`src/rtl/mem_arb_pkg.sv`:
```
// rtl/mem_arb_pkg.sv - shared FSM state and owner encodings for the memory port arbiter
package mem_arb_pkg;

   typedef enum logic [1:0] {ST_IDLE, ST_REQ, ST_RSP} state_t;
   typedef enum logic {OWN_IF, OWN_D} owner_t;

endpackage

```
`src/rtl/mem_arb_pick.sv`:
```
// rtl/mem_arb_pick.sv - combinational winner selection between fetch and data requesters
// Build option: ARB_ROUND_ROBIN_EN selects alternating tie-break instead of data-first.
module mem_arb_pick
   import mem_arb_pkg::*;
(
   input  logic if_req,
   input  logic d_req,
   input  logic last_owner,
   output logic any_req,
   output logic pick_d
);

   assign any_req = if_req | d_req;

`ifdef ARB_ROUND_ROBIN_EN
   // on a tie, hand the port to whoever did not own it last
   assign pick_d = d_req & (~if_req | (last_owner != logic'(OWN_D)));
`else
   logic unused_last_owner;
   assign unused_last_owner = last_owner;
   // data belongs to an older instruction, so it always wins a tie
   assign pick_d = d_req;
`endif

endmodule

```
`src/rtl/mem_port_arbiter.sv`:
```
// rtl/mem_port_arbiter.sv - shares one memory port between fetch and load/store, one transaction outstanding
// Build option: ARB_ROUND_ROBIN_EN (see mem_arb_pick).
module mem_port_arbiter
   import mem_arb_pkg::*;
#(
   parameter int ADDR_WIDTH = 32,
   parameter int DATA_WIDTH = 32
) (
   input  logic                    clk,
   input  logic                    rst,
   input  logic                    if_req,
   input  logic [ADDR_WIDTH-1:0]   if_addr,
   output logic                    if_gnt,
   output logic                    if_rvalid,
   output logic [DATA_WIDTH-1:0]   if_rdata,
   input  logic                    d_req,
   input  logic                    d_we,
   input  logic [ADDR_WIDTH-1:0]   d_addr,
   input  logic [DATA_WIDTH-1:0]   d_wdata,
   input  logic [DATA_WIDTH/8-1:0] d_be,
   output logic                    d_gnt,
   output logic                    d_rvalid,
   output logic [DATA_WIDTH-1:0]   d_rdata,
   output logic                    mem_req,
   output logic                    mem_we,
   output logic [ADDR_WIDTH-1:0]   mem_addr,
   output logic [DATA_WIDTH-1:0]   mem_wdata,
   output logic [DATA_WIDTH/8-1:0] mem_be,
   input  logic                    mem_gnt,
   input  logic                    mem_rvalid,
   input  logic [DATA_WIDTH-1:0]   mem_rdata
);

   state_t state;
   owner_t owner;
   owner_t last_owner;
   logic   any_req;
   logic   pick_d;

   mem_arb_pick u_pick (
      .if_req     (if_req),
      .d_req      (d_req),
      .last_owner (last_owner == OWN_D),
      .any_req    (any_req),
      .pick_d     (pick_d)
   );

   always_ff @(posedge clk) begin
      if (rst) begin
         state      <= ST_IDLE;
         owner      <= OWN_IF;
         last_owner <= OWN_IF;
         mem_req    <= 1'b0;
         mem_we     <= 1'b0;
         mem_addr   <= '0;
         mem_wdata  <= '0;
         mem_be     <= '0;
      end else begin
         case (state)
            ST_IDLE: begin
               if (any_req) begin
                  owner      <= pick_d ? OWN_D : OWN_IF;
                  last_owner <= pick_d ? OWN_D : OWN_IF;
                  mem_req    <= 1'b1;
                  state      <= ST_REQ;
                  if (pick_d) begin
                     mem_we    <= d_we;
                     mem_addr  <= d_addr;
                     mem_wdata <= d_wdata;
                     mem_be    <= d_be;
                  end else begin
                     mem_we    <= 1'b0;
                     mem_addr  <= if_addr;
                     mem_wdata <= '0;
                     mem_be    <= '1;
                  end
               end
            end
            ST_REQ: begin
               if (mem_gnt) begin
                  mem_req <= 1'b0;
                  state   <= ST_RSP;
               end
            end
            ST_RSP: begin
               if (mem_rvalid) state <= ST_IDLE;
            end
            default: state <= ST_IDLE;
         endcase
      end
   end

   // handshakes are routed in the same cycle; responses outside ST_RSP go nowhere
   assign if_gnt    = (state == ST_REQ) && mem_gnt && (owner == OWN_IF);
   assign d_gnt     = (state == ST_REQ) && mem_gnt && (owner == OWN_D);
   assign if_rvalid = (state == ST_RSP) && mem_rvalid && (owner == OWN_IF);
   assign d_rvalid  = (state == ST_RSP) && mem_rvalid && (owner == OWN_D);
   assign if_rdata  = mem_rdata;
   assign d_rdata   = mem_rdata;

endmodule

```
`config.mk`:
```
export PLATFORM = sky130hd
export DESIGN_NAME = mem_port_arbiter
export DESIGN_NICKNAME = d
export VERILOG_FILES = /design/src/rtl/mem_arb_pkg.sv /design/src/rtl/mem_arb_pick.sv /design/src/rtl/mem_port_arbiter.sv
export SDC_FILE = /design/constraint.sdc
export NUM_CORES = 1
export LEC_CHECK = 0
export CELL_PAD_IN_SITES_DETAIL_PLACEMENT = 1
export CELL_PAD_IN_SITES_GLOBAL_PLACEMENT = 2
export CORE_ASPECT_RATIO = 1.5
export CORE_UTILIZATION = 18
export CTS_CLUSTER_DIAMETER = 40
export CTS_CLUSTER_SIZE = 10
export DETAILED_ROUTE_END_ITERATION = 12
export PLACE_DENSITY_LB_ADDON = 0.1
export SYNTH_ARGS = -nofsm -noshare
export SYNTH_HDL_FRONTEND = slang
export SYNTH_SLANG_ARGS = --single-unit
```
`constraint.sdc`:
```
create_clock -name clk -period 3.57 [get_ports clk]
set_input_delay 0.5355 -clock clk [delete_from_list [all_inputs] [get_ports clk]]
set_output_delay 0.5355 -clock clk [all_outputs]
set_load 0.03 [all_outputs]
```
# Word-level counts from Yosys, hierarchy flattened
# Index checks and enable logic that the tools add are counted.
# word_totals
reg_bits,73
inputBits,139
output_inout_bits,138
# classes
n_eq_ne,5
mux,12
n_bitwise,2
reduce_logical,11
# op_table
operator,count
$mux W32,2
$logic_and A1 B1 Y1,6
$mux W2,3
$ne A2 B2 Y1 const B,3
$pmux W2 S3,1
$reduce_and A3 Y1,2
$mux W1,4
$mux W4,1
$eq A2 B1 Y1 const B,1
$eq A2 B2 Y1 const B,1
$logic_not A2 Y1,1
$pmux W1 S2,1
$reduce_and A2 Y1,1
$reduce_bool A2 Y1,1
$not A1 Y1,1
$or A1 B1 Y1,1

# Logic depth before layout (Yosys ltp)
# Gate-level depths: netlist (run 1).
# depth
depth_word,3
mapped_depth,6
ltp_nobuf,3

# Cells and area by module
# Synthesis (run 1) repeated with hierarchy kept, for this count alone.
# unflattened
cells_unflattened,364
area_unflattened_um2,3355.7
# by_module_without_submodules
mod,n_inst,cells_each,area_each_um2,seq_area_each_um2
mem_port_arbiter,1,362,3342.0,1461.4
mem_arb_pick,1,2,13.8,0.0

# Worst setup path before layout (run 1)
# No wires, ideal clock.
# synth_path
kind,input-to-output
startpoint,input mem_gnt
endpoint,output d_gnt
arrival_time_ns,1.077
slack_ns,1.957
cell_stages,2
n_path_buf,0
cell_sequence,nand3b_1 > nor2_1
# synth_between
elab_chain_len,2
# synth_lines
item,line_no,rtl
"start, declared",mem_port_arbiter.sv:29,"input logic mem_gnt,"
$logic_and A1 B1 Y1 (2 in series),mem_port_arbiter.sv:95,assign d_gnt = (state == ST_REQ) && mem_gnt && (owner == OWN_D);
"end, declared",mem_port_arbiter.sv:21,"output logic d_gnt,"
# No other way between the ends.

# Worst setup path after layout (run 1)
# layout_path
startpoint,input mem_gnt
endpoint,output if_gnt
# layout_between
elab_chain_len,2
# layout_lines
item,line_no,rtl
$logic_and A1 B1 Y1 (2 in series),mem_port_arbiter.sv:94,assign if_gnt = (state == ST_REQ) && mem_gnt && (owner == OWN_IF);
"end, declared",mem_port_arbiter.sv:13,"output logic if_gnt,"
# No other way between the ends.

==> impl_summary.md, run 1 <==
Setup path
The critical path launch point type is an input port. The peak fanout along the critical path is 4. The signal on the critical path passes through clkdlybuf4s50_1 -> nand3b_1 -> nor2_1 -> clkdlybuf4s50_1.

STA puts the critical path data arrival time at 2.08 ns. For the worst flop-to-flop path, the logic depth is 3. The kind of cell adding the most delay to the critical path is buffers and inverters. Counting stages on the worst path, the most repeated cell is sky130_fd_sc_hd__clkdlybuf4s50_1.

The library cell contributing the largest single delay on the critical path is sky130_fd_sc_hd__clkdlybuf4s50_1. The worst setup path is captured at an output port. In this run the number of cells on the critical path is 4.

The buffer and inverter count on the worst path is 2. The required time reported for the critical path endpoint is 3.03 ns. On the worst path, the slowest cell contributes a delay of 0.71 ns.

The path type of the worst setup path is input port to output port.

GRT
The number of global-route vias before repair is 3390. Global routing used 12.1% of the available tracks. The number of antenna violations at the first check in global routing is 1. The first global-routing pass estimated 18300 um of wire. The sum of overflow across all layers after global routing is 0. The largest net degree at the start of global routing is 74.

Die
The die extent in y is 172 um. 277 I/O pins were placed. The die span in x is 116 um. The initialized floorplan defines 61 standard-cell rows. The floorplan step defined a core boundary enclosing 18700 um^2.

The effective utilization at floorplan is 18.6%. The floorplan die area is 19900 um^2.

Placed design
After detailed placement, the design holds a cell count of 739. Routability-driven placement finished with a final weighted congestion of 0.647. Buffers placed on the I/O ports in this run total 180. Detailed placement ended at an HPWL of 8190 um.

Summing all placed instances gives a cell area of 4990 um^2.

Power and ir drop
Dividing total power by cell area gives a power density of 487 nW/um^2. Overall power consumption after layout is estimated at 2590 uW. VDD sags by at most 0.000217 V. The analysis attributes to cell leakage a power of 0.00192 uW.

Yosys
Of the total synthesized cell area, the portion taken by full adders, half adders and majority gates is 0%. Multiplexer cells account for 9.21% of the synthesized area. Synthesis instantiated 25 different standard cells from the library.

The post-synthesis sequential element count is 73. Counting every instance in the synthesized netlist gives 399. Summing every instance area after synthesis gives 3480 um^2. The xor-xnor portion of the synthesized cell area is 0%. The Yosys step of the flow raised 0 warnings. The dominant combinational cell family by area after synthesis is compound AO/OA/AOI/OAI gates. The simple-gate share of the synthesized area is 7.73%. Yosys attributes the largest share of cell area to sky130_fd_sc_hd__dfxtp_1 (42%), sky130_fd_sc_hd__buf_4 (15%), sky130_fd_sc_hd__a21oi_1 (10%).

The leading area contributor after synthesis is sky130_fd_sc_hd__dfxtp_1. The portion of the post-synthesis area used by sequential elements is 42.0%. When the netlist entered floorplanning its net count stood at 538. The fraction of synthesized cell area taken by the top area cell type is 42.0%. Dividing the synthesized area by the synthesized cell count gives 8.72 um^2. The compound-gate portion of the synthesized area is 22.5%.

Drt
The final wirelength is 11800 um. After detailed routing, the number of remaining DRC violations is 0. The final route contains 3130 vias.

The via density per instance is 4.15. The number of iterations in the first detailed-routing pass is 4. Once detail routing completed, the nets flagged for antenna violations numbered 0.

The average detailed-routed wire length per instance is 15.6 um. For this block, the initial DRC count from the detailed router was 88.

Clock tree
The maximum buffer depth of the clock tree is 2. Clock tree synthesis found a total of 73 sinks. Clock-pin slew was measured on the worst setup and hold paths at 0.06 ns. In this run, post-CTS hold repair placed 0 buffers. Counting the buffers created by CTS gives 9. The tree is rooted in a sky130_fd_sc_hd__clkbuf_16. CTS built an H-tree with a depth of 3. TritonCTS built the clock tree. The number of gates given a new drive strength after cts is 0.

For the worst-skew pair, the clock arrives at the later sink with an insertion delay of 0.33 ns. The number of setup buffers added after CTS is 0.

Final layout
The library cell used most frequently in the layout, excluding fill and tap cells, is sky130_fd_sc_hd__clkdlybuf4s50_1. The synthesis-to-finish area growth is 53.0%. The post-route cell area is 5320 um^2. The net count of the finished layout is 637. At the end of the flow the core is filled with cells to 28.5%. The final instance count without filler cells is 755. The top cell types in the final layout, fill and taps aside, are sky130_fd_sc_hd__clkdlybuf4s50_1 (178), sky130_fd_sc_hd__dfxtp_1 (73), sky130_fd_sc_hd__a21oi_1 (71). The repair_antennas step left the layout with diodes totalling 0. In the final layout, the share of cells above drive strength 1 is 5.37%.

Timing
The final critical path takes up 73.1% of the cycle. The peak clock frequency supported by timing is 383 MHz. For the pin with the worst max-slew slack, the measured transition is 1.22 ns. Setup repair after global routing left no endpoint under its margin. The worst path in the final design needs a cycle of 2.61 ns, including I/O delays and setup. After routing, the total negative slack on setup checks comes to 0 ns. The clock skew is 0.00858 ns. Setup violations remaining at the end of the flow were counted as 0. The number of endpoints with negative hold slack in the final report came to 0.

The final count of pins violating max slew is 0. Headroom to the max-slew limit came out at 18.9%.

Run
The tool flagged a number of max-cap violations equal to 0.

Min path
Counting instances, the worst hold path has a depth of 2. The worst hold path belongs to the class flip-flop to flip-flop.

Status
The run finished with clean final reports.
==> power breakdown <==
| group | internal [uW] | switching, uW |
|---|---|---|
| clock | 651 | 364 |
| combinational | 298 | 349 |
| sequential | 890 | 42.8 |
==> logic make-up after synthesis <==
group / after synthesis
multiplexers: 32
AND/OR/NAND/NOR: 57
buffers and inverters: 98
flip-flops: 73
AO/OA/AOI/OAI: 139
==> sequential cells by signal (all words and copies together), names as in the netlist <==
name       flops
owner          1
mem_req        1
mem_we         1
state          2
mem_be         4
mem_addr      32
mem_wdata     32
==> per-stage QoR <==
step	setup slack [ns]	hold slack [ns]
after floorplan	1.96	0.476
after global placement	0.973	0.457
after detailed placement	0.933	0.465
after CTS	0.921	0.473
after global routing	0.869	0.478
final	0.959	0.471
==> final timing paths <==
check | startpoint | to | slack, ns
max | mem_gnt | if_gnt | 0.96
min | mem_wdata[12] | mem_wdata[12] | 0.47
max reg2reg | state[0] | mem_addr[30] | 1.26
min reg2reg | mem_wdata[12] | mem_wdata[12] | 0.47
==> layer usage <==
layer | GRT usage [%] | vias up | routed length [um] | share of wire [%]
met2 | 21.8 | 118 | 5960 | 51
met3 | 4.49 | 17 | 1060 | 9.0
met4 | 4.18 | 0 | 159 | 1.4
met5 | 0 | - | 0 | 0
li1 | - | 1523 | - | -
met1 | 12.7 | 1472 | 4580 | 39
==> synthesized netlist by cell type <==
cell                        instances
sky130_fd_sc_hd__a2111oi_0          1
sky130_fd_sc_hd__a211oi_1          32
sky130_fd_sc_hd__a21oi_1           71
sky130_fd_sc_hd__a22oi_1            1
sky130_fd_sc_hd__and3_1             2
sky130_fd_sc_hd__buf_1              1
sky130_fd_sc_hd__buf_2             13
sky130_fd_sc_hd__buf_4             70
sky130_fd_sc_hd__clkbuf_1          13
sky130_fd_sc_hd__dfxtp_1           73
sky130_fd_sc_hd__inv_1              1
sky130_fd_sc_hd__mux2i_1           32
sky130_fd_sc_hd__nand2_1           33
sky130_fd_sc_hd__nand2b_1           1
sky130_fd_sc_hd__nand3b_1           1
sky130_fd_sc_hd__nor2_1             8
sky130_fd_sc_hd__nor2_2             1
sky130_fd_sc_hd__nor2_4             2
sky130_fd_sc_hd__nor2b_1            1
sky130_fd_sc_hd__nor3_1             4
sky130_fd_sc_hd__nor3b_2            1
sky130_fd_sc_hd__o21ai_0           29
sky130_fd_sc_hd__o21ai_1            5
sky130_fd_sc_hd__or2_1              2
sky130_fd_sc_hd__or3b_2             1
==> cell type report <==
cell class,instances,area (um^2)
Timing Repair Buffer,185,1830
Inverter,1,3.75
Sequential cell,73,1460
Clock buffer,12,256
Multi-Input combinational cell,228,1380
Fill cell,2182,13400
Tap cell,252,315
Clock inverter,4,75.1
==> tightest hold or removal path, stage by stage, from the launching register on <==
cell,delay [ns]
sky130_fd_sc_hd__dfxtp_1,0.30
sky130_fd_sc_hd__o21ai_0,0.06
sky130_fd_sc_hd__a21oi_1,0.06
No activity file was read; power rests on OpenSTA's default activity.
==> run 2: changes to the inputs <==
- CORE_UTILIZATION: 18 -> 15
- clock period: 3.57 -> 2.1 ns (I/O delays scaled with it)
==> impl_summary.md, run 2 (same netlist as run 1, synthesis figures left out) <==
Status
The run finished with clean final reports.

Drt
In the final routed layout, each cell accounts on average for 16.2 um. The final wirelength is 12700 um. The first detailed-routing pass took 4 iterations. The DRC violations left is 0. Once detail routing completed, the nets flagged for antenna violations numbered 0.

The detailed-route via count is 3119. After detailed routing, the number of vias per cell comes to 3.98. The first routing iteration left 70 violations.

GRT
The total overflow left after global routing is 0. The combined global-route utilization of all metal layers is 10.9%. The number of antenna violations at the first check in global routing came to 0. The number of global-route vias before repair is 3470. The largest net degree at the start of global routing is 74. The global-route wire length before repair is 19600 um.

Power and ir drop
The worst-case vdd ir drop is 0.000374 V. The total power after layout is 4430 uW. The reported leakage power is 0.00199 uW. Dividing total power by cell area gives a power density of 813 nW/um^2.

Die
The die span in x is 126 um. The floorplan step set the die height to 189 um. The I/O pin total is 277. The effective utilization at floorplan is 15.4%. The standard-cell row count is 67. The die covers 23800 um^2. The area of the core region is 22600 um^2.

Final layout
The area of the multi-input gates is 1380 um^2. Cells with a size suffix above 1 make up 6.69% of the layout. Leaving out filler cells and counting taps, the final layout contains 784. The combined flip-flop and latch cell area is 1460 um^2. In the final layout, the registers with the most flip-flops are mem_addr: 32 flops, mem_wdata: 32 flops, mem_be: 4 flops. The number of antenna diodes in the final layout is 0. The synthesis-to-finish area growth is 56.6%. The top cell types in the final layout, fill and taps aside, are sky130_fd_sc_hd__clkdlybuf4s50_1 (174), sky130_fd_sc_hd__dfxtp_1 (73), sky130_fd_sc_hd__a21oi_1 (71). The most common library cell in the layout ignoring fill and taps is sky130_fd_sc_hd__clkdlybuf4s50_1.

Counting the fill cells in the layout gives 2576. The net total in the final layout is 643.

Min path
The worst hold path endpoint is mem_addr[24]. In this run the worst hold path is classified as input port to flip-flop. Counting instances, the worst hold path has a depth of 3.

The worst hold path begins at d_req.

Setup path
The critical path launch point type is a flip-flop. The required time reported for the critical path endpoint is 1.78 ns. The path type of the worst setup path is flip-flop to output port.

The slack of the worst reg-to-reg path is 0.61 ns. The kind of end point of the critical path is an output port. The peak fanout along the critical path is 7. For the worst setup path, the data arrival time is 1.62 ns. The beginning of the worst register-to-register path is state[0].

The reg-to-reg endpoint is mem_wdata[15]. The worst reg2reg path depth is 4.

Run
The max-cap violation count is 0.

Placed design
At the end of routability-driven placement, the weighted congestion stood at 0.639. At the placement stage, the worst setup path has a slack of 0.0846 ns. The number of buffers inserted by port buffering is 180. The final HPWL from detailed placement is 8710 um. In this run, placement finished with an instance count of 769.

Clock tree
The clock tree root buffer cell is sky130_fd_sc_hd__clkbuf_16. Clock-pin slew was measured on the worst setup and hold paths at 0.06 ns. The clock tree from TritonCTS is yes. The maximum buffer depth of the clock tree is 2.

In this run, post-CTS hold repair placed 0 buffers. Counting every sink on the clock net gives 73. The number of levels in the clock H-tree is 3.

The number of post-CTS setup repair buffers is 0. The clock reaches the later pin of the worst-skew pair after 0.34 ns. The total CTS buffers is 9.

Timing
Setup repair after global routing left no endpoint under its margin. The worst setup slack after layout is 0.161 ns. Derived from the worst setup path, the maximum achievable clock frequency is 516 MHz.

The smallest clock period supported by the final layout is computed as 1.94 ns. The worst pin sits at a relative slew slack of 72.8%. The final count of pins violating max slew is 0. The final-report setup violation count is 0.

The worst path uses 92.3% of the clock period. The slew of the pin with the lowest slew margin is 0.409 ns. The setup TNS is 0 ns. The number of endpoints with negative hold slack in the final report was 0. Between clock sinks in the finished design, the worst skew comes to 0.00822 ns.
==> run 2: worst max path at each step <==
stage                         from  slack (ns)  cells past startpoint            to
after floorplan              d_req        0.78                      6  mem_addr[21]
after global placement     mem_gnt        0.08                      4         d_gnt
after detailed placement   mem_gnt        0.08                      4         d_gnt
after CTS                 state[1]        0.12                      3     if_rvalid
after global routing      state[1]        0.05                      3     if_rvalid
final                     state[1]        0.16                      3     if_rvalid
==> run 2: per-stage QoR <==
stage	area (um^2)	utilization [%]	hold WS (ns)
2_1_floorplan	3480	-	0.432
3_3_place_gp	5130	22.8	0.457
3_5_place_dp	5130	22.8	0.471
4_1_cts	5450	24.2	0.462
5_1_grt	5450	24.2	0.485
6_report	5450	24.2	0.457
==> run 2: what timing repair did <==
item,in CTS,in global routing
hold endpoints to repair,0,0
gates resized for setup,3,0
endpoints found under the setup margin,3,0
==> run 2: area by class of cell <==
| cell class | count | share of cell area (%) |
|---|---|---|
| Clock inverter | 5 | 1.47 |
| Multi-Input combinational cell | 228 | 25.3 |
| Sequential cell | 73 | 26.8 |
| Clock buffer | 10 | 4.38 |
| Tap cell | 276 | 6.34 |
| Inverter | 1 | 0.0689 |
| Timing Repair Buffer | 191 | 35.7 |
==> run 2: worst max-delay path, cell delays in order, from the launching register on <==
cell and delay, ns:
sky130_fd_sc_hd__dfxtp_1 0.47, sky130_fd_sc_hd__nor2b_1 0.23, sky130_fd_sc_hd__and3_1 0.17, sky130_fd_sc_hd__dlygate4sd2_1 0.41
==> run 2: routing by layer <==
layer	up-vias	share of wire [%]	global-route usage (%)
li1	1538	-	-
met1	1416	40	11.5
met2	140	51	19.7
met3	25	7.6	3.63
met4	0	1.7	4.63
met5	-	0	0
==> run 2: power by group <==
group | leakage [uW] | switching (uW) | internal [uW]
registers | 0.000603 | 69.7 | 1510
logic | 0.00123 | 614 | 539
clock network | 0.000151 | 633 | 1060
==> run 3: changes to the inputs <==
- CORE_UTILIZATION: 15 -> 29
- DONT_BUFFER_PORTS: unset -> 1
==> impl_summary.md, run 3 (same netlist as run 1, synthesis figures left out) <==
Drt
For this run, design rule violations remaining after detail routing come to 0. The final antenna-violating net count is 0. The detailed-route via count is 2509. After the first detailed-routing iteration, the DRC count stood at 46. The final wirelength is 9190 um. Using the TritonRoute via totals, the vias-per-cell ratio works out to 5.28. Before antenna repair, the detailed router went through 3 iterations. The average detailed-routed wire length per instance is 19.4 um.

Timing
Across all hold checks on the routed design, the worst slack comes to 0.0550 ns. The number of endpoints with negative hold slack in the final report is 0. Setup repair after global routing left no endpoint under its margin. The minimum period implied by the final worst setup slack is 1.85 ns. The final count of pins violating max slew is 0. The post-route fraction of the period consumed by the critical path is 88.3%. The clock skew is 0.00388 ns. The slew of the pin with the lowest slew margin is 0.601 ns.

Measured against its own limit, the worst slew margin works out to 59.8%. The peak clock frequency supported by timing is 540 MHz. The setup TNS is 0 ns. Setup violations remaining at the end of the flow were counted as 0.

GRT
Global routing used 14.7% of the available tracks across all layers. Entering global routing, the biggest net connects 74 pins. The global-route wire length before repair is 13900 um. The number of antenna violations at the first check in global routing is 0. The number of global-route vias before repair is 2577.

For this run the aggregate overflow at the end of global routing stands at 0.

Setup path
The required time reported for the critical path endpoint is 1.78 ns. The critical path launch point type is a flip-flop. The worst reg2reg path depth is 4.

The worst register-to-register path ends at mem_wdata[1]. By startpoint and endpoint, the worst setup path is classified as flip-flop to output port. The peak fanout along the critical path is 8. STA puts the critical path data arrival time at 1.54 ns.

In this run the critical register-to-register path is launched from state[0]. The kind of end point of the critical path is an output port. The slack of the worst reg-to-reg path is 0.53 ns.

Power and ir drop
The internal power summed over all cells is 2680 uW. Net switching is 29.8% of the power. Combinational logic burns 9.6% of the power. In this run the power spent charging and discharging nets is 1130 uW. The worst-case vdd ir drop is 0.000329 V. The clock network burns 42.0% of the power. The total power divided by cell area is 1120 nW/um^2. The part of the total power dissipated in sequential elements is 48.5%. The reported leakage power is 0.00125 uW.

Placed design
The number of buffers inserted by port buffering is 0. The final HPWL from detailed placement is 6320 um. The number of placed instances, taps included is 459. Once placement finished, the instance area stood at 3080 um^2. The global placer's final weighted congestion is 0.653.

Run
The max-cap violation count is 0.

Die
The I/O pin total is 277. The standard-cell row count is 48. The die extent in y is 136 um. Measured along the x axis, the die boundary spans 91.4 um. The floorplan die area is 12400 um^2. The effective utilization at floorplan is 30.0%. The floorplan step defined a core boundary enclosing 11600 um^2.

Final layout
The filler cell count is 1341. The largest registers in the layout are mem_addr: 32 flops, mem_wdata: 32 flops, mem_be: 4 flops. The combined flip-flop and latch cell area is 1460 um^2. The finished layout holds 475 standard cells, fillers aside.

In the layout the commonest cells are sky130_fd_sc_hd__dfxtp_1 (73), sky130_fd_sc_hd__a21oi_1 (71), sky130_fd_sc_hd__nand2_1 (33). Summing all multi-input logic gate instances after layout gives 1380 um^2. The post-route netlist has 8.62% of its cells at a drive strength greater than 1. The repair_antennas step left the layout with diodes totalling 0.

From synthesis to final layout, the design area changed by -2.30%. The net total in the final layout is 459. The library cell used most frequently in the layout, excluding fill and tap cells, is sky130_fd_sc_hd__dfxtp_1. Once layout is done, the placed cells without fillers occupy 3400 um^2.

Clock tree
The number of post-CTS setup repair buffers is 0. The insertion delay to the later sink of the worst-skew pair is 0.33 ns. After clock tree synthesis, the flow added hold-fix buffers numbering 0. The clock sink total is 73. The clock transition at the registers of the reported paths is 0.06 ns.

The clock tree from TritonCTS is yes. The number of clock buffers added by TritonCTS is 9. Clock tree synthesis selected as its root buffer the cell sky130_fd_sc_hd__clkbuf_16. The number of gates given a new drive strength after cts is 0. The maximum buffer depth of the clock tree is 2. The number of levels in the clock H-tree is 3.

Min path
The worst hold path endpoint is mem_wdata[11]. The hold path depth is 1. The min-delay analysis places its worst path in the category input port to flip-flop. The startpoint of the lowest-slack hold path is rst.

Status
The flow ran to the end, and the final reports show no timing, DRC or antenna violations.
-- run 3: cell count changes in the layout (fill, tap and decap cells not counted) --
cell                              delta
sky130_fd_sc_hd__buf_12              -6
sky130_fd_sc_hd__buf_2               -2
sky130_fd_sc_hd__buf_4               +1
sky130_fd_sc_hd__bufinv_16           -1
sky130_fd_sc_hd__clkbuf_8            +2
sky130_fd_sc_hd__clkdlybuf4s50_1   -174
sky130_fd_sc_hd__dlygate4sd2_1       -3
-- run 3: worst max path at each step --
| stage | startpoint | end | cells past startpoint |
|---|---|---|---|
| final | state[0] | d_gnt | 2 |
| after global routing | state[0] | d_gnt | 2 |
| after detailed placement | state[0] | mem_wdata[16] | 4 |
| after global placement | state[0] | if_gnt | 2 |
| after floorplan | d_req | mem_addr[21] | 6 |
| after CTS | state[0] | d_gnt | 2 |
-- run 3: final cells by class --
type,instances,area share [%]
clock buffers,12,7.84
clock inverters,4,1.47
well taps,150,5.52
flip-flops and latches,73,43.0
inverters,1,0.110
repair buffers,7,1.55
multi-input cells,228,40.5
-- run 3: per-stage QoR --
stage | setup WS [ns] | total power (uW) | util [%]
5_1_grt | 0.148 | 4000 | 29.3
6_report | 0.247 | 3810 | 29.3
3_5_place_dp | 0.511 | 2260 | 26.6
2_1_floorplan | 0.783 | 2410 | -
4_1_cts | 0.184 | 3890 | 29.3
3_3_place_gp | 0.560 | 2250 | 26.6
-- run 3: per-layer routing --
layer	part of all wire (%)	global-route usage, %	up-vias
met1	38	15.3	1179
li1	-	-	1170
met2	50	25.2	134
met4	2.9	7.76	0
met5	0	0	-
met3	9.7	5.87	26
-- run 3: critical path: stages, from the launching register on --
cell and delay [ns]:
sky130_fd_sc_hd__dfxtp_1 0.49, sky130_fd_sc_hd__nand3b_1 0.21, sky130_fd_sc_hd__nor2_1 0.51
-- run 3: power by group through the flow --
stage	Sequential, uW	Combinational [uW]	Clock [uW]
floorplan	1840	574	0
global placement	1880	371	0
detailed placement	1880	379	0
CTS	1850	379	1660
global route	1860	422	1720
finish	1850	365	1600
